$ cat src/rtl/code_lock_pkg.sv
`default_nettype none
// ============================================================================
//  Module   : code_lock_pkg
//  Brief    : Shared types and helpers for the keypad code lock: FSM state
//             encoding, counter-width helper and digit-slice position helper.
//  Revision : 1.0  initial release
// ============================================================================
package code_lock_pkg;

  // Lock FSM states
  typedef enum logic [1:0] {
    ST_ENTRY   = 2'd0,
    ST_PASS    = 2'd1,
    ST_FAIL    = 2'd2,
    ST_LOCKOUT = 2'd3
  } state_t;

  // Bits needed to hold values 0..max_val, never less than one bit
  function automatic int cnt_width(input int max_val);
    return (max_val < 1) ? 1 : $clog2(max_val + 1);
  endfunction

  // LSB position of digit idx in a packed code; digit 0 is the MS digit
  function automatic int digit_lsb(input int idx, input int digits, input int digit_w);
    return (digits - 1 - idx) * digit_w;
  endfunction

endpackage
`default_nettype wire

$ cat src/rtl/code_lock_fsm_if.sv
`default_nettype none
// ============================================================================
//  Module   : code_lock_fsm_if
//  Brief    : Keypad / code / result bundle between the debouncer side
//             (master) and the code lock FSM (slave).
//  Revision : 1.0  initial release
// ============================================================================
interface code_lock_fsm_if
  import code_lock_pkg::*;
#(
  parameter int DIGITS    = 4,
  parameter int DIGIT_W   = 2,
  parameter int MAX_FAILS = 3
);

  localparam int c_fc_w = cnt_width(MAX_FAILS);

  logic [DIGITS*DIGIT_W-1:0] code;
  logic [DIGIT_W-1:0]        key;
  logic                      key_valid;
  logic                      pass;
  logic                      fail;
  logic                      locked;
  logic [c_fc_w-1:0]         fail_cnt;
  logic                      timeout;

  modport master (
    output code, key, key_valid,
    input  pass, fail, locked, fail_cnt, timeout
  );

  modport slave (
    input  code, key, key_valid,
    output pass, fail, locked, fail_cnt, timeout
  );

endinterface
`default_nettype wire

$ cat src/rtl/cl_cycle_timer.sv
`default_nettype none
// ============================================================================
//  Module   : cl_cycle_timer
//  Brief    : Loadable down-counter. Counts down while enabled and stops at
//             zero; done is high whenever the count is zero.
//  Revision : 1.0  initial release
// ============================================================================
module cl_cycle_timer #(
  parameter int WIDTH = 8
) (
  input  wire             clk,
  input  wire             clr,
  input  wire             load,
  input  wire [WIDTH-1:0] load_val,
  input  wire             en,
  output logic            done
);

  logic [WIDTH-1:0] r_count;

  // Load has priority over counting; the count saturates at zero
  always_ff @(posedge clk or posedge clr) begin
    if (clr) begin
      r_count <= '0;
    end else if (load) begin
      r_count <= load_val;
    end else if (en && (r_count != '0)) begin
      r_count <= r_count - 1'b1;
    end
  end

  assign done = (r_count == '0);

endmodule
`default_nettype wire

$ cat src/rtl/code_lock_fsm.sv
`default_nettype none
// ============================================================================
//  Module   : code_lock_fsm
//  Brief    : Parametrised keypad code lock. Compares a strobed digit sequence
//             against a switch-set code, pulses pass/fail after the full
//             sequence, and locks out input after MAX_FAILS consecutive fails.
//             Optional partial-entry idle timeout: ENTRY_TIMEOUT_EN.
//  Revision : 1.0  initial release
// ============================================================================
module code_lock_fsm
  import code_lock_pkg::*;
#(
  parameter int DIGITS      = 4,
  parameter int DIGIT_W     = 2,
  parameter int MAX_FAILS   = 3,
  parameter int LOCKOUT_CYC = 1000,
  parameter int TIMEOUT_CYC = 500
) (
  input  wire             clk,
  input  wire             clr,
  code_lock_fsm_if.slave  bus
);

  localparam int c_idx_w  = cnt_width(DIGITS - 1);
  localparam int c_fc_w   = cnt_width(MAX_FAILS);
  localparam int c_lock_w = cnt_width(LOCKOUT_CYC - 1);

  localparam logic [c_idx_w-1:0]  c_last_idx  = c_idx_w'(DIGITS - 1);
  localparam logic [c_fc_w-1:0]   c_max_fails = c_fc_w'(MAX_FAILS);
  localparam logic [c_lock_w-1:0] c_lock_load = c_lock_w'(LOCKOUT_CYC - 1);

  state_t              r_state;
  logic [c_idx_w-1:0]  r_idx;
  logic                r_err;
  logic                r_pass;
  logic                r_fail;
  logic                r_locked;
  logic                r_timeout;
  logic [c_fc_w-1:0]   r_fail_cnt;

  logic [DIGIT_W-1:0]  w_digit;
  logic                w_match;
  logic                w_last;
  logic                w_at_max;
  logic                w_take;
  logic                w_lock_load;
  logic                w_lock_en;
  logic                w_lock_done;
  logic                w_idle_expire;

  // Expected digit for the current position, taken from the live code input
  assign w_digit  = bus.code[digit_lsb(int'(r_idx), DIGITS, DIGIT_W) +: DIGIT_W];
  assign w_match  = (bus.key == w_digit);
  assign w_last   = (r_idx == c_last_idx);
  assign w_at_max = (r_fail_cnt == c_max_fails);

  // A key is accepted in ENTRY and in the PASS/FAIL result cycle, except when
  // that FAIL is the one heading into lockout
  assign w_take = bus.key_valid &&
                  ((r_state == ST_ENTRY) || (r_state == ST_PASS) ||
                   ((r_state == ST_FAIL) && !w_at_max));

  assign w_lock_load = (r_state == ST_FAIL) && w_at_max;
  assign w_lock_en   = (r_state == ST_LOCKOUT);

  // Lockout duration: loaded with LOCKOUT_CYC-1 so locked stays high for
  // exactly LOCKOUT_CYC cycles including the zero-count cycle
  cl_cycle_timer #(
    .WIDTH    (c_lock_w)
  ) u_lock_timer (
    .clk      (clk),
    .clr      (clr),
    .load     (w_lock_load),
    .load_val (c_lock_load),
    .en       (w_lock_en),
    .done     (w_lock_done)
  );

`ifdef ENTRY_TIMEOUT_EN
  localparam int c_idle_w = cnt_width(TIMEOUT_CYC - 1);
  localparam logic [c_idle_w-1:0] c_idle_load = c_idle_w'(TIMEOUT_CYC - 1);

  logic w_idle_en;
  logic w_idle_done;

  // Idle cycles only count while a partial entry is pending
  assign w_idle_en = (r_state == ST_ENTRY) && (r_idx != '0) && !bus.key_valid;

  // Reloaded on every accepted key; expiry is the TIMEOUT_CYC-th idle cycle
  cl_cycle_timer #(
    .WIDTH    (c_idle_w)
  ) u_idle_timer (
    .clk      (clk),
    .clr      (clr),
    .load     (w_take),
    .load_val (c_idle_load),
    .en       (w_idle_en),
    .done     (w_idle_done)
  );

  assign w_idle_expire = w_idle_en && w_idle_done;
`else
  // Feature compiled out: a partial entry waits indefinitely
  assign w_idle_expire = (TIMEOUT_CYC < 0) && 1'b0;
`endif

  // Lock FSM with registered pulse outputs and failure counter
  always_ff @(posedge clk or posedge clr) begin
    if (clr) begin
      r_state    <= ST_ENTRY;
      r_idx      <= '0;
      r_err      <= 1'b0;
      r_pass     <= 1'b0;
      r_fail     <= 1'b0;
      r_locked   <= 1'b0;
      r_timeout  <= 1'b0;
      r_fail_cnt <= '0;
    end else begin
      r_pass    <= 1'b0;
      r_fail    <= 1'b0;
      r_timeout <= 1'b0;
      if (w_take) begin
        if (w_last) begin
          r_idx <= '0;
          r_err <= 1'b0;
          if (!r_err && w_match) begin
            r_state    <= ST_PASS;
            r_pass     <= 1'b1;
            r_fail_cnt <= '0;
          end else begin
            r_state    <= ST_FAIL;
            r_fail     <= 1'b1;
            r_fail_cnt <= r_fail_cnt + 1'b1;
          end
        end else begin
          r_idx   <= r_idx + 1'b1;
          r_err   <= r_err | ~w_match;
          r_state <= ST_ENTRY;
        end
      end else begin
        case (r_state)
          ST_ENTRY: begin
            if (w_idle_expire) begin
              r_idx     <= '0;
              r_err     <= 1'b0;
              r_timeout <= 1'b1;
            end
          end
          ST_PASS: begin
            r_state <= ST_ENTRY;
          end
          ST_FAIL: begin
            if (w_at_max) begin
              r_state  <= ST_LOCKOUT;
              r_locked <= 1'b1;
            end else begin
              r_state <= ST_ENTRY;
            end
          end
          ST_LOCKOUT: begin
            if (w_lock_done) begin
              r_state    <= ST_ENTRY;
              r_locked   <= 1'b0;
              r_fail_cnt <= '0;
            end
          end
          default: begin
            r_state <= ST_ENTRY;
          end
        endcase
      end
    end
  end

  assign bus.pass     = r_pass;
  assign bus.fail     = r_fail;
  assign bus.locked   = r_locked;
  assign bus.fail_cnt = r_fail_cnt;
  assign bus.timeout  = r_timeout;

endmodule
`default_nettype wire

$ cat src/flat_wrapper.sv
// flat-port wrapper written by rule: the top's interface ports become plain ports
module code_lock_fsm_flat import code_lock_pkg::*;
#(
  parameter int DIGITS      = 4,
  parameter int DIGIT_W     = 2,
  parameter int MAX_FAILS   = 3,
  parameter int LOCKOUT_CYC = 1000,
  parameter int TIMEOUT_CYC = 500
)
  (clk, clr, bus_code, bus_key, bus_key_valid, bus_pass, bus_fail, bus_locked, bus_fail_cnt, bus_timeout);
  code_lock_fsm_if #(.DIGITS(DIGITS), .DIGIT_W(DIGIT_W), .MAX_FAILS(MAX_FAILS)) bus_i ();
  input  wire clk;
  input  wire clr;
  input wire logic [$bits(bus_i.code)-1:0] bus_code;
  input wire logic [$bits(bus_i.key)-1:0] bus_key;
  input wire logic [$bits(bus_i.key_valid)-1:0] bus_key_valid;
  output wire logic [$bits(bus_i.pass)-1:0] bus_pass;
  output wire logic [$bits(bus_i.fail)-1:0] bus_fail;
  output wire logic [$bits(bus_i.locked)-1:0] bus_locked;
  output wire logic [$bits(bus_i.fail_cnt)-1:0] bus_fail_cnt;
  output wire logic [$bits(bus_i.timeout)-1:0] bus_timeout;
  assign bus_i.code = bus_code;
  assign bus_i.key = bus_key;
  assign bus_i.key_valid = bus_key_valid;
  assign bus_pass = bus_i.pass;
  assign bus_fail = bus_i.fail;
  assign bus_locked = bus_i.locked;
  assign bus_fail_cnt = bus_i.fail_cnt;
  assign bus_timeout = bus_i.timeout;
  code_lock_fsm #(.DIGITS(DIGITS), .DIGIT_W(DIGIT_W), .MAX_FAILS(MAX_FAILS), .LOCKOUT_CYC(LOCKOUT_CYC), .TIMEOUT_CYC(TIMEOUT_CYC)) u_core (.clk(clk), .clr(clr), .bus(bus_i));
endmodule
$ cat config.mk
export PLATFORM = sky130hd
export DESIGN_NAME = code_lock_fsm_flat
export DESIGN_NICKNAME = d
export VERILOG_FILES = /design/src/rtl/code_lock_pkg.sv /design/src/rtl/code_lock_fsm_if.sv /design/src/rtl/cl_cycle_timer.sv /design/src/rtl/code_lock_fsm.sv /design/src/flat_wrapper.sv
export SDC_FILE = /design/constraint.sdc
export NUM_CORES = 1
export LEC_CHECK = 0
export BUFFER_PORTS_ARGS = -buffer_cell sky130_fd_sc_hd__buf_2
export CORE_MARGIN = 4
export CORE_UTILIZATION = 40
export DETAILED_ROUTE_END_ITERATION = 6
export GPL_TIMING_DRIVEN = 0
export SYNTH_ARGS = -nofsm -noshare
export SYNTH_HDL_FRONTEND = slang
export SYNTH_SLANG_ARGS = --single-unit
$ cat constraint.sdc
create_clock -name clk -period 2.01 [get_ports clk]
set_input_delay 0.402 -clock clk [delete_from_list [all_inputs] [get_ports clk]]
set_output_delay 0.402 -clock clk [all_outputs]
set_load 0.005 [all_outputs]
==> flow_summary.toml <==
[status]
status = "completed"

[global_routing]
grt_remaining_overflow = 0
grt_usage_pct = 14.3
grt_max_degree = 21
grt_pass1_wl_mm = 3.83
antenna_found_initial = 0
grt_pass1_vias = 854

[sta]
skew_ps = 9.70
max_freq_mhz = 546
hold_viol = 0
fin_crit_ps = 1830
max-slew-margin-rel_pct = 47.9
setup_viol = 0
whs_ps = 211
setup_tns_ps = 0
rsz0062_at_grt = "false"
period_share_pct = 91.1
worstMarginPinSlew_ps = 780
slew_viol_final = 0

[worst_hold_path]
min_path_type = "primary input to asynchronous set/reset pin"

[cts]
cts-htree-levels = 1
cts_buffers = 3
cts_tree = "yes"
clk_pin_slew_ps = 130
cts_buffer_depth = 2
cts_setup_buffers = 0
insertion_delay_ps = 310
cts_sinks = 20
cts_root_buf = "clkbuf_4"
cts_hold_buf = 0

[cells_and_area]
final_nets = 145
final_core_util_pct = 50.1
syn2layout_area_growth_pct = 16.5
antennaDiodeCount = 0
drive_above_1_share_pct = 23.4

[worst_setup_path]
reg2reg_depth = 4
crit_required_ps = 2270
worstSetupEndpoint = "u_core.u_lock_timer.r_count[7]"
crit_type = "register to register"
critical_path.reg2reg.startpoint = "u_core.u_lock_timer.r_count[2]"
critPathLaunchType = "register"
r2r_slack_ps = 180
endpoint_kind = "register"
worst-path-max-fanout = 7
rr_endpoint = "u_core.u_lock_timer.r_count[7]"
crit_path_start = "u_core.u_lock_timer.r_count[2]"
arrival_ps = 2090

[detailed_routing]
route.vias.total = 889
post-route-drc-count = 0
via_per_inst = 5.63
first_pass_iters = 4
dr.first_iter.drc_count = 14
drt-total-wl_mm = 2.20
routedWlPerCell_um = 13.9
ant_nets = 0

[floorplanning]
die_y_um = 60.1
start_util_pct = 43.0
io_pins = 19
fp.coreArea_um2 = 2520
dieArea_um2 = 3610
num_rows = 18
die_width_um = 60.1

[logic_synthesis]
synth.most_common_cell = "dfrtp_1"
synth-simple-area-share_pct = 21.8
synth_top_family_by_area = "simple AND/OR/NAND/NOR gates"
ys_types = 39
synth_edf_count = 0
syn_area_um2 = 1080
synth_top_area_cell = "dfrtp_1"
synth-seq-cells = 20
synth_commonest_cells = "dfrtp_1 (20), nand3_1 (9), nand2_1 (8), o21ai_0 (6)"
syn_area_per_cell_um2 = 10.1
synth_area_leaders = "dfrtp_1 (46%), nand3_1 (4.2%), mux2i_1 (3.7%)"
synth_compound_area_share_pct = 15.2
synth_fa_ha_area_share_pct = 3.46
yosys_warnings = 0
synth_top_area_share_pct = 46.1
yosysSeqAreaShare_pct = 46.1
synthXorXnorAreaFrac_pct = 1.61
async_reset_ff_share_pct = 100
syn_inst = 107
ys.flop_type = "dfrtp_1"
muxShareOfSynthArea_pct = 7.84
synth.net_count = 123

[place]
gp_congestion = 0.768
numPortBuffers = 17
dpl.hpwl_mm = 1.65

[power_and_ir_drop]
p_leak_nw = 0.613
total_power_mw = 1.59
pwr_density_cell_nw_per_um2 = 1260
vdd_drop_max_mv = 0.730

[flow_run]
drv_cap = 0
## per-stage QoR
stage / setup WS [ps] / instances / cell area (um2)
floorplan: 314 / 107 / 1080
global placement: 206 / 154 / 1210
detailed placement: 205 / 154 / 1210
CTS: 171 / 158 / 1260
global route: 73.7 / 158 / 1260
finish: 178 / 158 / 1260
## worst max-delay path, stage by stage, from the launching register on
cell and delay [ps]:
dfrtp_1 450, or3_1 420, a311o_1 400, or4_1 420
nand3_1 90
## metal layers
metal | GRT usage (%) | vias to the layer above | share of wire (%)
li1 | - | 447 | -
met2 | 21.3 | 14 | 48
met3 | 2.59 | 2 | 2.6
met4 | 6.65 | 0 | 0.86
met5 | 0 | - | 0
met1 | 20.0 | 426 | 49
## worst min-delay path by stage
| stage | slack [ps] | cells after the start | to | startpoint |
|---|---|---|---|---|
| after CTS | 250 | 2 | u_core.bus.locked | clr |
| after global placement | 460 | 2 | u_core.bus.locked | u_core.bus.locked |
| after floorplan | 370 | 1 | u_core.bus.fail | clr |
| after detailed placement | 470 | 2 | u_core.bus.locked | u_core.bus.locked |
| final | 210 | 2 | u_core.bus.locked | clr |
| after global routing | 260 | 2 | u_core.bus.locked | clr |
## placed cells by master (no fill, tap or decap), types with 2 or more instances in the layout
cell type / instances
buf_2: 18
nor3_1: 4
o21ai_0: 6
nor2_1: 4
inv_1: 4
clkbuf_4: 3
or3_1: 5
a21o_1: 2
o31ai_1: 4
dfrtp_1: 20
and4_1: 2
a21oi_1: 5
mux2_2: 2
mux2i_1: 4
ha_1: 3
or4_1: 2
nand3_1: 9
nand2_1: 8
## power by group
part	total, mW	internal (mW)	switching [mW]
sequential	0.706	0.539	0.167
clock	0.337	0.201	0.135
combinational	0.546	0.275	0.271
total	1.59	1.02	0.573
## kinds of logic (layout without fill, tap and decap cells)
group	after synthesis	in the layout
AOI/OAI and AO/OA	25	25
xor gates and xnor gates	2	2
adders and majority gates	3	3
buffers and inverters	7	28
DFF	20	20
muxes	7	7
other	1	1
and+or+nand+nor	42	42
## state kept, by name, summed over array words and instances, names as in the netlist
signal	count
u_core.bus.fail_cnt	2
u_core.bus.fail	1
u_core.bus.locked	1
u_core.bus.pass	1
u_core.u_lock_timer.r_count	10
u_core.r_idx	2
u_core.r_state	2
u_core.r_err	1
## what timing repair did
action                                  4_1_cts  5_1_grt
endpoints found under the setup margin        0        1
endpoints found under the hold margin         0        0
gates resized for setup                       0        1
## cell type report
cell class,instances,area (um2)
clock buffers,3,22.5
well taps,30,37.5
multi-input cells,80,549
fillers,244,1260
plain buffers,3,23.8
flip-flops and latches,20,500
repair buffers,17,85.1
clock inverters,1,30.0
inverters,4,15.0
(Power assumes the default switching activity.)
